**src/rtl/rv32i_pkg.sv**
```systemverilog
// Shared RV32I definitions for the memory stage: funct3 codes, writeback
// select encodings, the memory FSM states and the MEM/WB register layout.
package rv32i_pkg;

  localparam logic [2:0] F3_B  = 3'b000;
  localparam logic [2:0] F3_H  = 3'b001;
  localparam logic [2:0] F3_W  = 3'b010;
  localparam logic [2:0] F3_BU = 3'b100;
  localparam logic [2:0] F3_HU = 3'b101;

  localparam logic [1:0] WB_MEM = 2'd0;
  localparam logic [1:0] WB_ALU = 2'd1;
  localparam logic [1:0] WB_PC4 = 2'd2;

  typedef enum logic [1:0] {
    IDLE = 2'd0,
    WAIT = 2'd1,
    DONE = 2'd2
  } mem_state_e;

  typedef struct packed {
    logic [31:0] alu;
    logic [31:0] mem;
    logic [31:0] pc4;
    logic [1:0]  wbsel;
    logic        regwen;
    logic [4:0]  rsw;
    logic [31:0] inst;
  } mem_wb_t;

  // funct3[1:0] encodes the access size for both loads and stores
  function automatic logic is_misaligned(input logic [2:0] f3, input logic [1:0] off);
    return ((f3[1:0] == 2'b01) & off[0]) | ((f3[1:0] == 2'b10) & (|off));
  endfunction

endpackage

```
**src/rtl/lsu_align.sv**
```systemverilog
// Combinational store lane replication / byte enables and load extraction.
module lsu_align
  import rv32i_pkg::*;
(
  input  logic [2:0]  funct3_i,
  input  logic [1:0]  off_i,
  input  logic        rw_i,
  input  logic [31:0] rs2_i,
  input  logic [31:0] rdata_i,
  output logic [31:0] wdata_o,
  output logic [3:0]  be_o,
  output logic [31:0] load_o
);

  logic [7:0]  w_byte;
  logic [15:0] w_half;

  always_comb begin
    wdata_o = rs2_i;
    be_o    = 4'b1111;
    if (rw_i) begin
      case (funct3_i)
        F3_B: begin
          wdata_o = {4{rs2_i[7:0]}};
          be_o    = 4'b0001 << off_i;
        end
        F3_H: begin
          wdata_o = {2{rs2_i[15:0]}};
          be_o    = 4'b0011 << {off_i[1], 1'b0};
        end
        default: begin
          wdata_o = rs2_i;
          be_o    = 4'b1111;
        end
      endcase
    end else begin
      wdata_o = rs2_i;
      be_o    = 4'b1111;
    end
  end

  always_comb begin
    w_byte = rdata_i[{off_i, 3'b000} +: 8];
    w_half = rdata_i[{off_i[1], 4'b0000} +: 16];
    case (funct3_i)
      F3_B:    load_o = {{24{w_byte[7]}}, w_byte};
      F3_BU:   load_o = {24'h000000, w_byte};
      F3_H:    load_o = {{16{w_half[15]}}, w_half};
      F3_HU:   load_o = {16'h0000, w_half};
      F3_W:    load_o = rdata_i;
      default: load_o = 32'h0000_0000;
    endcase
  end

endmodule

```
**src/rtl/mem_stage.sv**
```systemverilog
// RV32I memory stage: cache valid/ready handshake FSM, returned-data buffer
// for frozen pipelines, and the MEM/WB pipeline register.
module mem_stage
  import rv32i_pkg::*;
(
  input  logic        clk_i,
  input  logic        rst_i,
  input  logic [31:0] alu_mem_i,
  input  logic [31:0] rs2_mem_i,
  input  logic [31:0] pc4_mem_i,
  input  logic        MemRW_mem_i,
  input  logic [1:0]  WBSel_mem_i,
  input  logic        RegWEn_mem_i,
  input  logic [4:0]  rsW_mem_i,
  input  logic [31:0] inst_mem_i,
  input  logic        Valid_cpu2cache_mem_i,
  input  logic        enable_i,
  input  logic        reset_i,
  output logic [31:0] addr_cache_o,
  output logic [31:0] wdata_cache_o,
  output logic [3:0]  be_cache_o,
  output logic        rw_cache_o,
  output logic        valid_cache_o,
  input  logic        ready_cache_i,
  input  logic [31:0] rdata_cache_i,
  output logic        stall_o,
  output logic        misalign_o,
  output logic [31:0] alu_wb_o,
  output logic [31:0] mem_wb_o,
  output logic [31:0] pc4_wb_o,
  output logic [1:0]  WBSel_wb_o,
  output logic        RegWEn_wb_o,
  output logic [4:0]  rsW_wb_o,
  output logic [31:0] inst_wb_o
);

  mem_state_e  r_state;
  mem_state_e  w_state_raw;
  mem_state_e  w_state_nxt;
  mem_wb_t     r_wb;
  logic [31:0] r_buf;
  logic [31:0] w_load;
  logic [31:0] w_mem_nxt;
  logic [2:0]  w_funct3;
  logic        w_ack;
  logic        w_advance;
  logic        w_flush;

  assign w_funct3     = inst_mem_i[14:12];
  assign addr_cache_o = alu_mem_i;
  assign rw_cache_o   = MemRW_mem_i;

  lsu_align u_align (
    .funct3_i (w_funct3),
    .off_i    (alu_mem_i[1:0]),
    .rw_i     (MemRW_mem_i),
    .rs2_i    (rs2_mem_i),
    .rdata_i  (rdata_cache_i),
    .wdata_o  (wdata_cache_o),
    .be_o     (be_cache_o),
    .load_o   (w_load)
  );

  // Gated by rst_i so the handshake is quiet the moment reset asserts
  assign misalign_o    = ~rst_i & Valid_cpu2cache_mem_i & is_misaligned(w_funct3, alu_mem_i[1:0]);
  assign valid_cache_o = ~rst_i & ((r_state == WAIT) |
                         (Valid_cpu2cache_mem_i & ~misalign_o & (r_state == IDLE)));
  assign w_ack         = valid_cache_o & ready_cache_i;
  assign stall_o       = valid_cache_o & ~ready_cache_i;
  assign w_advance     = enable_i & ~stall_o;
  assign w_flush       = w_advance & reset_i & (r_state != WAIT);
  assign w_state_nxt   = w_flush ? IDLE : w_state_raw;

  // Next-state logic for the cache handshake
  always_comb begin
    w_state_raw = r_state;
    case (r_state)
      IDLE: begin
        if (stall_o) begin
          w_state_raw = WAIT;
        end else if (w_ack & ~enable_i) begin
          w_state_raw = DONE;
        end else begin
          w_state_raw = IDLE;
        end
      end
      WAIT: begin
        if (ready_cache_i) begin
          w_state_raw = enable_i ? IDLE : DONE;
        end else begin
          w_state_raw = WAIT;
        end
      end
      DONE: begin
        w_state_raw = enable_i ? IDLE : DONE;
      end
      default: w_state_raw = IDLE;
    endcase
  end

  // Buffered data wins in DONE; misaligned and non-memory results are zero
  always_comb begin
    if (r_state == DONE) begin
      w_mem_nxt = r_buf;
    end else if (w_ack) begin
      w_mem_nxt = w_load;
    end else begin
      w_mem_nxt = 32'h0000_0000;
    end
  end

  // FSM state and returned-data buffer
  always_ff @(posedge clk_i or posedge rst_i) begin
    if (rst_i) begin
      r_state <= IDLE;
      r_buf   <= 32'h0000_0000;
    end else begin
      r_state <= w_state_nxt;
      if (w_ack) begin
        r_buf <= w_load;
      end
    end
  end

  // MEM/WB pipeline register
  always_ff @(posedge clk_i or posedge rst_i) begin
    if (rst_i) begin
      r_wb <= '0;
    end else if (w_flush) begin
      r_wb <= '0;
    end else if (w_advance) begin
      r_wb.alu    <= alu_mem_i;
      r_wb.mem    <= w_mem_nxt;
      r_wb.pc4    <= pc4_mem_i;
      r_wb.wbsel  <= WBSel_mem_i;
      r_wb.regwen <= RegWEn_mem_i;
      r_wb.rsw    <= rsW_mem_i;
      r_wb.inst   <= inst_mem_i;
    end
  end

  assign alu_wb_o    = r_wb.alu;
  assign mem_wb_o    = r_wb.mem;
  assign pc4_wb_o    = r_wb.pc4;
  assign WBSel_wb_o  = r_wb.wbsel;
  assign RegWEn_wb_o = r_wb.regwen;
  assign rsW_wb_o    = r_wb.rsw;
  assign inst_wb_o   = r_wb.inst;

endmodule

```
**config.mk**
```make
export PLATFORM = sky130hd
export DESIGN_NAME = mem_stage
export DESIGN_NICKNAME = d
export VERILOG_FILES = /design/src/rtl/rv32i_pkg.sv /design/src/rtl/lsu_align.sv /design/src/rtl/mem_stage.sv
export SDC_FILE = /design/constraint.sdc
export NUM_CORES = 1
export LEC_CHECK = 0
export ABC_AREA = 0
export BUFFER_PORTS_ARGS = -buffer_cell sky130_fd_sc_hd__buf_4
export CORE_AREA = 2 2 148 150
export DETAILED_ROUTE_END_ITERATION = 10
export DIE_AREA = 0 0 150 152
export GPL_TIMING_DRIVEN = 0
export PLACE_DENSITY = 0.66
export SETUP_SLACK_MARGIN = 0.1
export SYNTH_ARGS = -nofsm -noshare
export SYNTH_HDL_FRONTEND = slang
export SYNTH_SLANG_ARGS = --single-unit
```
**constraint.sdc**
```tcl
create_clock -name clk_i -period 20.2 [get_ports clk_i]
set_input_delay 4.04 -clock clk_i [delete_from_list [all_inputs] [get_ports clk_i]]
set_output_delay 4.04 -clock clk_i [all_outputs]
set_load 0.05 [all_outputs]
```
==> flow_summary.toml <==
[worst_setup_path]
ff2ff_setup_slack_ns = 17.65
startpoint_type = "input pin"
crit_required_ns = 16.16
crit_path_max_incr_delay_ns = 0.49
path_class = "in -> out"
critical_path.slowest_cell = "clkbuf_1"
path_cells = "clkbuf_1, nor3b_1, clkbuf_1, clkbuf_1, o21ai_0, buf_4"
reg2reg_to = "mem_wb_o[22]"
end_kind = "output pin"
worst_ep_arrival_time_ns = 5.94
crit_top_cell = "clkbuf_1"
r2r_cells = 6
r2r-start = "r_state[1]"
worst-path-max-fanout = 10

[cells_and_area]
fin_nets = 1257
seq_area_sq_um = 4250
nFillCells = 1971
n_antenna_cell = 0
area_delta_synth_final_pct = 48.9
drive_gt1_share_pct = 47.2
design_area_sq_um = 11600
multiInputGateArea_sq_um = 2920

[logic_synthesis]
synth_compound_gate_area_share_pct = 25.0
postSynthAreaPerCell_sq_um = 11.4
synth-seq-area-share_pct = 54.6
yosys.area_share.simple_pct = 6.57
synth-edff-count = 0
synthArstFlopShare_pct = 100
synth_nets = 858
synth_top_family_by_area = "compound AO/OA/AOI/OAI gates"
synth-seq-cells = 170
muxShareOfSynthArea_pct = 5.93
ys.flop_type = "dfrtp_1"
synthTopCellsByArea = "dfrtp_1 55%, a22o_1 12%, buf_4 4.3%, mux2_2 3.0%, a21oi_1 2.3%"
yosysUniqueCellTypes = 48
syn_area_sq_um = 7790
synth_cells = 683
yosys_warnings = 0
synthXorXnorAreaFrac_pct = 0
synth_area_leader_cell = "dfrtp_1"
synth.top_cell.area_share_pct = 54.6
synthAdderAreaFrac_pct = 0

[timing]
grt_setup_unrepaired = "false"
max_freq_mhz = 100
period_needed_ns = 9.98
period_share_pct = 49.4
slew_viol_final = 0
hold_violations = 0
skew_ns = 0.0112
setup-tns-final_ns = 0
setup_viol = 0
timing.slew.headroom_pct = 36.8
tightestPinTransition_ns = 0.946
worst_slack_ns = 10.22

[drt]
vias = 7171
drt_iter0_drc = 499
remaining_drc_errors = 0
wire_per_inst_microns = 19.9
avgViaCountPerCell = 5.22
drt_wl_total_mm = 27.3
dr.pass1.iters = 5
ant_nets = 0

[min_path]
worst_hold_path.endpoint = "r_buf[6]"
hold_start = "r_buf[6]"
min_path_cells = 1
hp-class = "reg -> reg"

[floorplan]
die_y_microns = 152
die-area_sq_um = 22800
coreArea_sq_um = 21400
rows = 54
start_util_pct = 36.5
io_pins = 383
die_w_microns = 150

[clock_network]
cts_resized = 0
numCtsBuffers = 17
cts_setup_buffers = 0
clkTransAtPathRegs_ns = 0.07
cts_tree = "built"
cts_root_buffer = "clkbuf_16"
insertion_delay_ns = 0.43
cts_sinks = 170
htree_levels = 4
postCtsHoldBufs = 0
cts_buffer_depth = 2

[placed_design]
portBuffers = 379
place_congestion = 0.856
dp_hpwl_mm = 21.1
dp_slack_ns = 10.15
placed_area_sq_um = 11000

[global_routing]
grt_pass1_vias = 6964
grt_max_degree = 131
grt_use_total_pct = 23.4
grt_pass1_wl_mm = 40.7
antenna_found_initial = 0
gr-total-overflow = 0

[status]
status = "completed"

[power]
powerDensity_nw_per_um2 = 89.6
peakVddDrop_v = 0.0000468
p_leak_nw = 5.96
finalPower_mw = 1.04

[run]
cap_violations = 0
[power breakdown]
group	total [mW]	switching, mW	internal (mW)
Clock	0.318	0.153	0.165
Combinational	0.322	0.210	0.112
Sequential	0.399	0.0201	0.379
[cells in the mapped netlist, drive strengths merged (16+ instances only)]
cell type / instances
dfrtp: 170
a22o: 104
buf: 78
o21ai: 48
nand2: 42
a21oi: 36
clkbuf: 22
a22oi: 21
mux2: 21
mux2i: 18
nor2: 18
a21o: 16
[layer usage]
layer	vias to the layer above	part of all wire (%)	GRT usage (%)
li1	3326	-	-
met1	3483	39	28.2
met2	328	51	40.6
met3	34	8.4	6.31
met4	0	2.3	7.14
met5	-	0	0
[how the worst max path moves through the flow]
stage	startpoint	endpoint	slack [ns]	depth (start not counted)
after floorplan	rst_i	misalign_o	7.55	3
final	inst_mem_i[14]	be_cache_o[1]	10.22	6
after detailed placement	inst_mem_i[14]	be_cache_o[1]	10.15	6
after global placement	rst_i	misalign_o	6.34	5
after global routing	inst_mem_i[14]	be_cache_o[1]	9.98	6
after CTS	inst_mem_i[14]	be_cache_o[1]	10.14	6
[critical path, delay by kind of cell]
kind                   cells  cell delay, ns
AO/OA/AOI/OAI              1            0.28
AND/OR/NAND/NOR            1            0.25
buffers and inverters      4            1.37
[final cells by class]
type,count,area share (%)
clock buffer,18,3.70
timing repair buffer,380,24.8
sequential,170,36.7
multi-input combinational,408,25.2
buffer,100,5.14
tap,280,3.02
inverter,5,0.227
clock inverter,14,1.26
[cells by family (layout without fill, tap and decap cells)]
logic type      Yosys count  after routing
flops                   170            170
buf+inv                 105            517
compound gates          262            262
simple gates            105            105
mux                      41             41
[cell usage in the layout, fill, tap and decap left out, types with 4 or more instances in the layout]
master / n
a21o_1: 16
nand2_1: 42
nor3_1: 10
a221oi_1: 8
o21ai_0: 32
a22oi_1: 21
a21oi_1: 36
mux2_2: 21
and3_1: 8
mux2i_1: 18
o21ai_1: 16
nor2b_1: 8
buf_4: 424
a22o_1: 104
inv_6: 5
buf_2: 29
clkbuf_1: 23
dfrtp_1: 170
clkbuf_16: 17
a2bb2oi_1: 5
inv_1: 4
inv_8: 4
a311oi_1: 4
a221o_1: 7
nor2_1: 18
[through the flow]
step                hold WS [ns]  instances  util [%]
finish                     0.469       1375      54.3
global route               0.487       1375      54.3
CTS                        0.474       1375      54.3
detailed placement         0.458       1343      51.6
global placement           0.452       1342      51.4
floorplan                  0.441        683         -
[state kept, by name (all words and copies together), names as in the netlist]
signal and flops:
WBSel_wb_o 2, alu_wb_o 32, mem_wb_o 32, pc4_wb_o 32
rsW_wb_o 5, r_buf 32, r_state 2, inst_wb_o 32
RegWEn_wb_o 1
Note: power is estimated with default switching activity, not from simulation.
